--- config.mk ---
export PLATFORM = sky130hd
export DESIGN_NAME = m_wbarbiter
export DESIGN_NICKNAME = d
export VERILOG_FILES = /design/src/rtl/m_wbarbiter_pkg.sv /design/src/rtl/m_wbarbiter_wbtimeout.sv /design/src/rtl/m_wbarbiter.sv
export SDC_FILE = /design/constraint.sdc
export NUM_CORES = 1
export LEC_CHECK = 0
export BUFFER_PORTS_ARGS = -buffer_cell sky130_fd_sc_hd__buf_4
export CAP_MARGIN = 0
export CORE_AREA = 5 5 107 109
export DETAILED_ROUTE_END_ITERATION = 10
export DIE_AREA = 0 0 112 114
export GPL_TIMING_DRIVEN = 0
export PLACE_DENSITY = 0.56
export SYNTH_ARGS = -nofsm -noshare
export SYNTH_HDL_FRONTEND = slang
export SYNTH_SLANG_ARGS = --single-unit
export TNS_END_PERCENT = 100
--- constraint.sdc ---
create_clock -name CLK_I -period 1.93 [get_ports CLK_I]
set_clock_uncertainty 0.2 [all_clocks]
set_input_delay 0.4825 -clock CLK_I [delete_from_list [all_inputs] [get_ports CLK_I]]
set_output_delay 0.4825 -clock CLK_I [all_outputs]
set_load 0.1 [all_outputs]
--- src/rtl/m_wbarbiter_pkg.sv ---
// Shared Wishbone bus dimensions for the two-master arbiter slice.
package m_wbarbiter_pkg;
  localparam int unsigned AW = 32;
  localparam int unsigned DW = 32;
  localparam int unsigned SW = 4;
endpackage

--- src/rtl/m_wbarbiter_wbtimeout.sv ---
// Bus-timeout counter: counts stalled strobe cycles, flags expiry for one cycle.
module m_wbtimeout #(
  parameter int unsigned TOBITS = 4
) (
  input  logic CLK_I,
  input  logic RST_I,
  input  logic clr,
  input  logic inc,
  output logic expired
);
  logic [TOBITS-1:0] r_cnt;

  assign expired = inc && (r_cnt == '1);

  always_ff @(posedge CLK_I) begin
    if (!RST_I || clr || expired) r_cnt <= '0;
    else if (inc)                 r_cnt <= r_cnt + 1'b1;
  end
endmodule

--- src/rtl/m_wbarbiter.sv ---
// Two-master Wishbone arbiter with bus locking, alternating tie-break and
// per-transfer timeout error.
module m_wbarbiter
  import m_wbarbiter_pkg::*;
#(
  parameter int unsigned TOBITS   = 4,
  parameter bit          FIRSTWIN = 1'b0
) (
  input  logic          CLK_I,
  input  logic          RST_I,
  input  logic          m0_CYC_I,
  input  logic          m0_STB_I,
  input  logic          m0_WE_I,
  input  logic [AW-1:0] m0_ADR_I,
  input  logic [DW-1:0] m0_DAT_I,
  input  logic [SW-1:0] m0_SEL_I,
  output logic          m0_ACK_O,
  output logic          m0_ERR_O,
  input  logic          m1_CYC_I,
  input  logic          m1_STB_I,
  input  logic          m1_WE_I,
  input  logic [AW-1:0] m1_ADR_I,
  input  logic [DW-1:0] m1_DAT_I,
  input  logic [SW-1:0] m1_SEL_I,
  output logic          m1_ACK_O,
  output logic          m1_ERR_O,
  output logic          CYC_O,
  output logic          STB_O,
  output logic          WE_O,
  output logic [AW-1:0] ADR_O,
  output logic [DW-1:0] DAT_O,
  output logic [SW-1:0] SEL_O,
  input  logic [DW-1:0] DAT_I,
  input  logic          ACK_I,
  output logic [DW-1:0] mDAT_O,
  output logic [1:0]    grant
);
  typedef enum logic [1:0] {
    IDLE = 2'b00,
    GNT0 = 2'b01,
    GNT1 = 2'b10
  } state_t;

  state_t r_state;
  logic   r_lastsrv;
  logic   w_g0, w_g1, w_inc, w_expired;

  assign w_g0  = (r_state == GNT0);
  assign w_g1  = (r_state == GNT1);
  assign grant = r_state;

  always_ff @(posedge CLK_I) begin
    if (!RST_I) begin
      r_state   <= IDLE;
      r_lastsrv <= ~FIRSTWIN;
    end else begin
      case (r_state)
        IDLE: begin
          if (m0_CYC_I && m1_CYC_I) r_state <= r_lastsrv ? GNT0 : GNT1;
          else if (m0_CYC_I)        r_state <= GNT0;
          else if (m1_CYC_I)        r_state <= GNT1;
        end
        GNT0: if (!m0_CYC_I) begin
          r_lastsrv <= 1'b0;
          r_state   <= m1_CYC_I ? GNT1 : IDLE;
        end
        GNT1: if (!m1_CYC_I) begin
          r_lastsrv <= 1'b1;
          r_state   <= m0_CYC_I ? GNT0 : IDLE;
        end
        default: r_state <= IDLE;
      endcase
    end
  end

  always_comb begin
    CYC_O    = 1'b0;
    STB_O    = 1'b0;
    WE_O     = 1'b0;
    ADR_O    = '0;
    DAT_O    = '0;
    SEL_O    = '0;
    m0_ACK_O = 1'b0;
    m1_ACK_O = 1'b0;
    if (w_g0) begin
      CYC_O    = m0_CYC_I;
      STB_O    = m0_STB_I;
      WE_O     = m0_WE_I;
      ADR_O    = m0_ADR_I;
      DAT_O    = m0_DAT_I;
      SEL_O    = m0_SEL_I;
      m0_ACK_O = ACK_I;
    end else if (w_g1) begin
      CYC_O    = m1_CYC_I;
      STB_O    = m1_STB_I;
      WE_O     = m1_WE_I;
      ADR_O    = m1_ADR_I;
      DAT_O    = m1_DAT_I;
      SEL_O    = m1_SEL_I;
      m1_ACK_O = ACK_I;
    end
  end

  assign mDAT_O = DAT_I;

  // Stall detect is built from master inputs, not the muxed bus, so the
  // error path has no dependence on the output mux; reset masks it too.
  assign w_inc = RST_I && !ACK_I &&
                 ((w_g0 && m0_CYC_I && m0_STB_I) || (w_g1 && m1_CYC_I && m1_STB_I));

  m_wbtimeout #(.TOBITS(TOBITS)) u_timeout (
    .CLK_I  (CLK_I),
    .RST_I  (RST_I),
    .clr    (!w_inc),
    .inc    (w_inc),
    .expired(w_expired)
  );

  assign m0_ERR_O = w_g0 && w_expired;
  assign m1_ERR_O = w_g1 && w_expired;
endmodule

==> results.md, run 1 <==
- The run finished, with violations left.
- The final reports fail on negative setup slack.
- The floorplan has 38 rows.
- Counting every sink on the clock net gives 7.
- For this run, the post-layout net count is roughly 610.
- The critical path contains buffers and inverters numbering 4 combined.
- In this run, synthesis produced a sequential element count of 7.
- The detailed router finished its first iteration with between 100 and 150 violations.
- The number of antenna violations at the first check in global routing was 0.
- Yosys printed 0 warnings.
- Summing all multi-input logic gate instances after layout gives roughly 0.0015 sq mm.
- From left edge to right edge, the die measures ~110 microns.
- The global-route wire length before repair is between 15000 and 20000 microns.
- The filler cell count in the final layout is 910.
- The overall routed net length is about 10000 microns.
- The most common cell after layout, fill and taps aside is buf_4.
- In this run the worst hold path is classified as input port to flip-flop.
- The startpoint of the most critical hold path is RST_I.
- The cell accounting for the most synthesized area is a22o_1.
- The worst-path cell with the longest stage delay is dfxtp_4.
- The startpoint type of the worst setup path is a flip-flop.
- The congestion estimate from routability-driven global placement came to between 0.8 and 0.9.
- Sorting the synthesized cells by area gives the leading types as a22o_1 44%, buf_4 17%, dfxtp_1 10%, buf_6 8.1%, buf_2 2.5%.
- On the worst path, the slowest cell contributes a delay of roughly 0.35 ns.
- The final worst setup slack is -0.2967 ns.
- STA puts the critical path data required time at between 1 and 1.5 ns.
- 0 antenna diodes ended up in the layout.
- Of the total power, the clock network draws 0.074.
- The effective utilization at floorplan is 0.1327.
- Derived from the worst setup path, the maximum achievable clock frequency is roughly 450 MHz.
- On the critical path the largest part of the delay comes from buffers and inverters.
- The count of maximum capacitance violations is 0.
- The average instance in the mapped netlist occupies roughly 8.6 sq um.
- The total count of hold-check failures in the final report is 0.
- The die covers about 0.013 sq mm.
- Dividing the final minimum period by the clock period gives 1.154.
- The startpoint-to-endpoint class of the critical path is flip-flop to output pin.
- At the pin with the least slew margin, the transition time is between 0.2 and 0.3 ns.
- The switching component of the power is 1.525 mW.
- The number of nets with antenna violations after detailed routing is 0.
- In this run, CTS created clock tree buffers numbering 3.
- Cell internal power was estimated by the tool at between 1 and 1.5 mW.
- Setup repair after global routing could not meet its margin everywhere.
- The reported leakage power is about 2.7 nW.
- Of the cells placed in the final design, the portion with a size suffix greater than 1 is 0.9330.
- Setup violations remaining at the end of the flow were counted as between 70 and 80.
- The depth of the worst register-to-register path is 4.
- The overall via count from detail_route is 2490.
- Along the worst path, the maximum fanout reaches 10.
- The capture endpoint of the worst hold path is r_lastsrv.
- The later-pin clock latency in the skew report is 0.23 ns.
- The synthesized netlist occupies a cell area of ~0.0014 sq mm.
- Dividing the detail-routed wire length by the instance count gives 17.84 microns.
- The sum of overflow across all layers after global routing is 0.
- Synthesis produced a netlist whose cell count is 163.
- The hold path depth is 2.
- Walking the worst path, the cells encountered are buf_8 -> nor2b_4 -> buf_12 -> clkbuf_16 -> a22o_4 -> buf_12.
- In this run the tightest slew margin relative to its limit is 0.8123.
- The power density relative to cell area is between 500 and 600 mW/mm^2.
- The critical path's most frequent cell is buf_12.
- The netlist uses 31 different library cells.
- The wire-length estimate of the detail-placed layout is 8268 microns.
- In the final timing run, aggregate negative setup slack is -20.15 ns.
- The largest net degree at the start of global routing is 11.
- 286 I/O pins were placed.
- The power share of the combinational group is 0.871.
- IR analysis of the VDD net gives a maximum drop of 266.8 uV.
- Counting every net in the synthesized netlist gives 341.
- The number of global-route vias before repair was ~2800.
- The async set-or-reset flop fraction in the synthesized netlist is 0.
- The internal reg-to-reg setup slack is around 0.58 ns.
- The depth of the CTS H-tree is 1.
- The top-area cell type share of the netlist area is 0.4399.
- Of the total power, registers draw 0.055.
- The number of synthesized flops with an enable pin is 0.
- The quantity of I/O buffers inserted on ports is roughly 250.
- STA classifies the critical path endpoint as an output pin.
- Leaving out fill and tap cells, the most frequent cells in the layout are 218 x buf_4, 87 x buf_12, 70 x a22o_4, 5 x buf_6, 5 x dfxtp_1.
- In this run the deepest clock path goes through 2 buffers.
- The critical register-to-register path endpoint is u_timeout.r_cnt[2].
- In this run the vertical extent of the chip is approximately 110 microns.
- The pre-antenna-repair detailed-routing pass consisted of 4 iterations.
- The final count of pins violating max slew is 0.
- The shortest clock period the worst path allows after layout is 2.227 ns.
- Of the total power, the share spent switching nets is 0.5438.
- The area added between synthesis and finish is 291.0%.
- The CTS tree is built.
- The clock edge transition at the registers on the reported setup and hold paths is about 0.04 ns.
- The root buffer selected by CTS is clkbuf_8.
- Across every metal layer, demand over resource in global routing totals 0.1452.
- The endpoint arrival time on the critical path is ~1.5 ns.
- After detailed routing, the number of remaining DRC violations is 0.
- The most instantiated flip-flop cell in the synthesis netlist is dfxtp_1.
- The startpoint of the most critical register-to-register path is grant[1].
- In the routed layout, each cell is associated on average with a via count of about 4.3.
- The sequential area share after synthesis is 0.1005.
- The total instance count after detailed placement is 556.
- The core outline area is 0.01051 sq mm.
- The area of all sequential standard cells is 147.6 sq um.
- The number of non-filler instances in the completed layout is between 500 and 600.
## area by class of cell
type	instances	share of cell area
sequential	7	0.02709
buffer	46	0.09366
inverter	2	0.002296
clock buffer	4	0.008264
multi-input combinational	105	0.2803
timing repair buffer	269	0.5562
tap	140	0.03214
## cell usage after synthesis (2+ instances only)
cell type	instances
nand2_1	3
dfxtp_1	7
o21ai_0	2
buf_4	32
a22o_1	70
a21oi_1	3
buf_6	10
buf_2	7
and2_1	2
nor2_1	5
and4b_1	2
## per-layer routing
metal / share of wire / global-route usage
met1: 0.35 / 0.1646
met2: 0.54 / 0.2738
met3: 0.099 / 0.03979
met4: 0.013 / 0.02724
met5: 0 / 0
## state kept, by name, summed over array words and instances, names as in the netlist
| register | count |
|---|---|
| r_lastsrv | 1 |
| grant | 2 |
| u_timeout.r_cnt | 4 |
## cell families (layout without fill, tap and decap cells)
| family | after synthesis | after routing | share of synthesized area |
|---|---|---|---|
| adders and majority gates | 1 | 1 | 0.008975 |
| and+or+nand+nor | 23 | 23 | 0.1122 |
| AOI/OAI and AO/OA | 80 | 80 | 0.4883 |
| buffers and inverters | 51 | 321 | 0.2837 |
| xor gates and xnor gates | 1 | 1 | 0.006285 |
| DFF | 7 | 7 | 0.1005 |
## power groups by stage
stage	Combinational, mW	Sequential (mW)	Clock (mW)
4_1_cts	2.44	0.155	0.212
5_1_grt	2.51	0.156	0.221
6_report	2.44	0.155	0.206
3_5_place_dp	2.03	0.155	0
3_3_place_gp	2.02	0.155	0
2_1_floorplan	1.49	0.174	0
## worst max path at each step
stage             start       end  slack (ns)  cells past startpoint
3_5_place_dp   grant[1]  ADR_O[3]       -0.42                      6
5_1_grt        grant[1]  m0_ERR_O       -0.35                      4
6_report       grant[0]  ADR_O[4]       -0.30                      6
4_1_cts        grant[1]  m1_ERR_O       -0.30                      4
3_3_place_gp   grant[1]  ADR_O[3]       -0.42                      6
2_1_floorplan  grant[1]  m0_ERR_O       -0.90                      4
## through the flow
| step | cell area (sq um) | setup WS, ns | utilization | hold WS [ns] | total power [mW] |
|---|---|---|---|---|---|
| CTS | 5390 | -0.2999 | 0.5130 | 0.2431 | 2.803 |
| floorplan | 2108 | -0.9006 | - | 0.2498 | 1.663 |
| global route | 5450 | -0.3495 | 0.5187 | 0.2555 | 2.889 |
| detailed placement | 4183 | -0.4235 | 0.3981 | 0.2797 | 2.187 |
| global placement | 4183 | -0.4202 | 0.3981 | 0.2711 | 2.173 |
| finish | 5450 | -0.2967 | 0.5187 | 0.2457 | 2.804 |
## worst reg2reg max path, cell delays in order, from the launching register on
cell and delay [ns]:
dfxtp_4 0.38, and4b_2 0.26, o21ai_4 0.21, buf_4 0.15, nor2_1 0.04
## what timing repair did
item / 4_1_cts / 5_1_grt
resized for setup: 252 / 5
gates cloned: 1 / 2
buffers inserted: 11 / 3
hold buffers: 0 / 0
endpoints found under the setup margin: 75 / 75
pin swaps: 5 / 9
Power figures use the tool's default switching activity.
==> run 2: changes to the inputs <==
Settings changed: SKIP_CTS_REPAIR_TIMING from default to 1.
==> run 2 against run 1 <==
The flow still finishes with violations (negative setup slack). Die area unchanged. Design area increased by 1.7%. First-iteration DRC count decreased by 22%. Utilization increased by 0.91 points. Register-to-register slack about the same. Worst setup slack got worse by 0.035 ns. Clock power about the same. Largest cell class unchanged.
==> results.md, run 2 (synthesis results as in run 1) <==
- The final-report setup violation count is 75.
- The final layout contains about 620 nets.
- The DRC violation total after the first TritonRoute iteration is 83.
- The filler cell count in the final layout is 900.
- The initial utilization of the core area, before any placement, comes to 0.1327.
- In the final routed layout, each cell accounts on average for about 18 microns.
- VDD sags by at most about 300 uV.
- The detail route stage leaves a number of antenna-violating nets equal to 0.
- The multi-input gate area in the final layout is approximately 0.0015 sq mm.
- The area of all sequential standard cells is approximately 150 sq um.
- Of the available clock period, the critical path in the final layout requires 1.172.
- During placement, the flow inserted port buffers numbering approximately 250.
- The count of unresolved DRC violations after routing is 0.
- The final sum of negative setup slack is -21.51 ns.
- The endpoint type of the worst setup path is an output pin.
- Setup repair after global routing could not meet its margin everywhere.
- After global routing the overflow that remains totals 0.
- The power density relative to cell area is between 500 and 600 mW/mm^2.
- The final count of pins violating max slew was 0.
- The tool flagged a number of max-cap violations equal to 0.
- The run finished, with violations left.
- STA classifies the critical path startpoint as a flip-flop.
- The CTS tree is built.
- The total track usage is 0.1311.
- The shortest clock period the worst path allows after layout is about 2.3 ns.
- The later-pin clock latency in the skew report is between 0.2 and 0.25 ns.
- Entering global routing, the biggest net connects 11 pins.
- STA puts the critical path data arrival time at around 1.6 ns.
- Counting tap cells, the placed design contains a total of about 560 instances.
- Once routing completed, OpenROAD measured the worst setup slack at -0.3322 ns.
- The repair_antennas step left the layout with diodes totalling 0.
- The overall routed net length is 10480 microns.
- The row count is 38.
- The reported leakage power is around 2.7 nW.
- The startpoint-to-endpoint class of the critical path is flip-flop to output pin.
- The die covers roughly 0.013 sq mm.
- The sink count of the clock tree is 7.
- Dividing the detail-routed via count by the number of cells gives between 4 and 5.
- The first-pass iteration count of the detailed router is 3.
- The die width is 112 microns.
- After clock tree synthesis, the clock-pin slew on the worst setup and hold paths is around 0.040 ns.
- The area after detailed placement is ~0.0042 sq mm.
- The area added between synthesis and finish is 297.8%.
- In the layout the commonest cells are 218 x buf_4, 83 x buf_12, 70 x a22o_4, 7 x buf_8, 7 x clkbuf_16.
- The core region is between 0.01 and 0.015 sq mm.
- The maximum buffer depth of the clock tree is 2.
- The I/O pin count is ~290.
- The root buffer selected by CTS is clkbuf_8.
- Measured against its own limit, the worst slew margin works out to 0.8120.
- The data required time of the critical path is 1.25 ns.
- The hold path depth is 2.
- The number of global-route vias before repair is 2524.
- In the final layout, the share of cells above drive strength 1 is 0.9315.
- Leaving out fill and tap cells, the most frequent cell in the layout is buf_4.
- The die is around 110 microns tall.
- At the pin with the least slew margin, the transition time is ~0.28 ns.
- The final reports fail on negative setup slack.
- Excluding fillers, the count of instances in the completed layout stands at 578.
- The depth of the CTS H-tree is 1.
- After routing the design area is 0.005545 sq mm.
- The number of flip-flops under the largest register name is 4.
- The number of antenna violations at the first check in global routing is 0.
- Counting the buffers created by CTS gives 3.
- The class of the tightest hold or removal check is input port to flip-flop.
- The total count of hold-check failures in the final report is 0.
- After legalization and detailed placement, the total HPWL measured between 8000 and 9000 microns.
- The register with the highest flop count is u_timeout.r_cnt.
- Detailed routing inserted a total of 2489 vias.
- Measured in cells, the most critical reg-to-reg path has a length of 4.
- The worst-path maximum fanout is 7.
- The congestion estimate from routability-driven global placement came to around 0.83.
- The first global-routing pass estimated roughly 14000 microns of wire.
- For this run, the top clock speed supported by timing is roughly 440 MHz.
[run 2: final timing paths]
check	from	to	slack (ns)
worst min register to register	u_timeout.r_cnt[0]	u_timeout.r_cnt[0]	0.29
worst min-delay path	RST_I	r_lastsrv	0.25
worst max register to register	grant[1]	u_timeout.r_cnt[3]	0.57
worst max-delay path	grant[0]	DAT_O[4]	-0.33
[run 2: final cells by class]
class,instances,share of cell area
multi-input cells,105,0.2759
well taps,140,0.03159
inverters,2,0.002256
plain buffers,47,0.08980
flip-flops and latches,7,0.02662
clock buffers,4,0.008123
repair buffers,273,0.5657
[run 2: where the power goes]
part	total, mW	switching, mW	internal, mW	leakage [nW]
registers	0.156	0.00675	0.149	0.0583
logic	2.46	1.46	0.998	2.66
clock network	0.207	0.0638	0.143	0.0228
[run 2: per-stage QoR]
stage / hold slack, ns / utilization / setup WS [ns] / total power [mW]
2_1_floorplan: 0.2498 / - / -0.9006 / 1.663
3_3_place_gp: 0.2711 / 0.3981 / -0.4202 / 2.173
3_5_place_dp: 0.2797 / 0.3981 / -0.4235 / 2.187
4_1_cts: 0.2431 / 0.4024 / -0.6828 / 2.399
5_1_grt: 0.2556 / 0.5277 / -0.3716 / 2.907
6_report: 0.2454 / 0.5277 / -0.3322 / 2.821
[run 2: per-layer routing]
| layer | up-vias | share of wire | routed length, microns | track usage |
|---|---|---|---|---|
| li1 | 1169 | - | - | - |
| met1 | 1159 | 0.35 | 3620 | 0.1598 |
| met2 | 157 | 0.55 | 5712 | 0.2354 |
| met3 | 4 | 0.11 | 1118 | 0.04138 |
| met4 | 0 | 0.0024 | 25 | 0.01202 |
| met5 | - | 0 | 0 | 0 |
[run 2: critical path: stages (launching register included)]
cell	delay [ns]
dfxtp_4	0.35
buf_8	0.11
nor2_4	0.04
buf_12	0.13
buf_8	0.14
clkbuf_16	0.15
a22o_4	0.26
buf_12	0.16
==> run 3: changes to the inputs <==
Settings changed: BUFFER_PORTS_ARGS -buffer_cell sky130_fd_sc_hd__buf_4 to -buffer_cell sky130_fd_sc_hd__buf_2.
==> run 3 against run 2 <==
The run still ends with negative setup slack left. Register-to-register slack got worse by 0.09 ns. Final cell count decreased by 0.52%. Global-route usage fell by 1.5 points. Highest routed layer is now met5. Combinational power decreased by 5%. Clock power about the same. Sequential cell count did not move. Critical path depth down 1. Critical endpoint is now ADR_O[3]. Total power shrank 4.4%. Via count fell by 1.8%. Largest power group unchanged.
==> results.md, run 3 (synthesis results as in run 1) <==
- The class of the tightest hold or removal check is flip-flop to flip-flop.
- The core occupancy in the finished layout is 0.4746.
- On the critical path the largest part of the delay comes from buffers and inverters.
- The final-report setup violation count is 75.
- In the global route stage, overall resource usage came out at 0.1158.
- The switching component of the power is roughly 1.5 mW.
- The core region is 0.01051 sq mm.
- The count of maximum capacitance violations is 0.
- The number of global-route vias before repair came to ~2400.
- The die width is ~110 microns.
- The part of the power in registers is 0.057.
- The total count of hold-check failures in the final report came to 0.
- For this run the aggregate overflow at the end of global routing stands at 0.
- With fillers left out, the area of the finished cells amounts to ~0.005 sq mm.
- STA puts the critical path data arrival time at 1.55 ns.
- The total number of nets in the final design is roughly 610.
- The design draws 2.697 mW.
- The CTS tree is built.
- The worst max-slew margin expressed relative to the limit is 0.6736.
- The worst register-to-register path begins at grant[1].
- The worst path in the final design needs a cycle of between 2 and 2.5 ns, including I/O delays and setup.
- The clock passes through at most 2 buffers.
- The routability congestion estimate is 0.8314.
- Summed over all cells, the static leakage comes to around 2.5 nW.
- The first-pass iteration count of the detailed router is 4.
- The slowest stage of the critical path is the dfxtp_4 cell.
- The worst-path maximum fanout is 7.
- In this run the number of H-tree levels came out at 1.
- In this run, placement finished with an instance count of between 500 and 600.
- The effective utilization at floorplan is 0.1327.
- The worst setup path is launched from a flip-flop.
- The total internal power is about 1.2 mW.
- The tree is rooted in a clkbuf_8.
- The routed via count divided by cell count is ~4.2.
- In the routed design, unresolved DRC markers number 0.
- The worst setup path startpoint is grant[0].
- The area after detailed placement is roughly 0.0035 sq mm.
- Once routing completed, OpenROAD measured the worst setup slack at -0.3049 ns.
- The sink count of the clock tree is 7.
- The later-pin clock latency in the skew report is around 0.23 ns.
- OpenSTA, run right after detailed placement, puts the worst setup slack at -0.5790 ns.
- Counting flops per register, the top entry is u_timeout.r_cnt.
- The final reports fail on negative setup slack.
- In this run the vertical extent of the chip is approximately 110 microns.
- In this design, the stage delay of the slowest critical-path cell is approximately 0.34 ns.
- The pin slew with the least headroom to its limit is ~0.49 ns.
- The most numerous cell type found on the critical path is buf_12.
- The final count of pins violating max slew was 0.
- The detail-routed net length per standard cell is ~18 microns.
- Dividing the final minimum period by the clock period gives 1.158.
- 0 antenna diodes ended up in the layout.
- The count of buffers added on input and output ports is between 200 and 300.
- The fmax is ~450 MHz.
- The fraction of power spent switching nets is 0.5657.
- The number of buffers inserted during clock tree synthesis is 3.
- The number of antenna violations at the first check in global routing is 1.
- Detailed placement ended at an HPWL of between 7000 and 8000 microns.
- In this run the core area contains 38 standard-cell rows.
- The clock network power share is 0.076.
- The final sum of negative setup slack is -20.46 ns.
- The power share of the combinational group is 0.867.
- The area added between synthesis and finish is 257.8%.
- Setup repair after global routing could not meet its margin everywhere.
- Clock-pin slew was measured on the worst setup and hold paths at around 0.040 ns.
- The power density relative to cell area is 540.8 mW/mm^2.
- For the worst setup path, the data required time is ~1.3 ns.
- In the final layout, the share of cells above drive strength 1 is 0.9356.
- Entering global routing, the biggest net connects 11 pins.
- The overall via count from detail_route is around 2400.
- The sum of buffers and inverters on the critical path is 4.
- The global-route wire length before repair is roughly 12000 microns.
- Hold timing on the final database bottoms out at a slack of 0.2413 ns.
- The run finished, with violations left.
- In the layout the commonest cells are 178 x buf_2, 82 x buf_12, 70 x a22o_4, 40 x buf_4, 10 x buf_6.
- The register with the most flip-flops in the layout has 4 of them.
- The finished layout holds between 500 and 600 standard cells, fillers aside.
- The area of the die is about 0.013 sq mm.
- Once detail routing completed, the nets flagged for antenna violations numbered 0.
- The overall routed net length is between 10000 and 15000 microns.
- The I/O pin count is between 200 and 300.
- The critical path is of the flip-flop to output pin type.
- The endpoint type of the worst setup path is an output pin.
- The worst hold path begins at u_timeout.r_cnt[0].
- Walking the worst path, the cells encountered are buf_8 -> nor2b_4 -> buf_12 -> clkbuf_16 -> a22o_4 -> buf_12.
- VDD sags by at most 311.7 uV.
- For this block, the initial DRC count from the detailed router was 68.
- Leaving out fill and tap cells, the most frequent cell in the layout is buf_2.
run 3: changes by cell type in the layout (fill, tap and decap cells not counted), sizes merged:
cell,delta
buf,-1
clkbuf,-2
clkinv,-1
inv,+1
run 3: power groups by stage:
stage	combinational, mW	clock (mW)	sequential, mW
after detailed placement	1.85	0	0.155
after global placement	1.84	0	0.155
final	2.34	0.205	0.155
after floorplan	1.49	0	0.174
after CTS	1.86	0.214	0.152
after global routing	2.40	0.221	0.155
run 3: layout make-up:
type | instances | area, sq um
repair buffers | 269 | 2582
well taps | 140 | 175.2
fillers | 918 | 5520
plain buffers | 48 | 498.0
flip-flops and latches | 7 | 148.9
inverters | 2 | 10.01
clock buffers | 4 | 45.04
multi-input cells | 105 | 1528
run 3: worst paths after layout:
| check | endpoint | slack (ns) | cells after the start |
|---|---|---|---|
| worst max-delay path | ADR_O[3] | -0.30 | 6 |
| worst min-delay path | u_timeout.r_cnt[0] | 0.24 | 1 |
| worst max register to register | u_timeout.r_cnt[3] | 0.48 | 5 |
| worst min register to register | u_timeout.r_cnt[0] | 0.24 | 1 |
run 3: layer usage:
metal | vias up | share of wire | track usage
met2 | 160 | 0.55 | 0.2054
li1 | 1166 | - | -
met5 | - | 0.0013 | 0
met3 | 6 | 0.10 | 0.04403
met1 | 1109 | 0.34 | 0.1382
met4 | 2 | 0.0043 | 0.01202
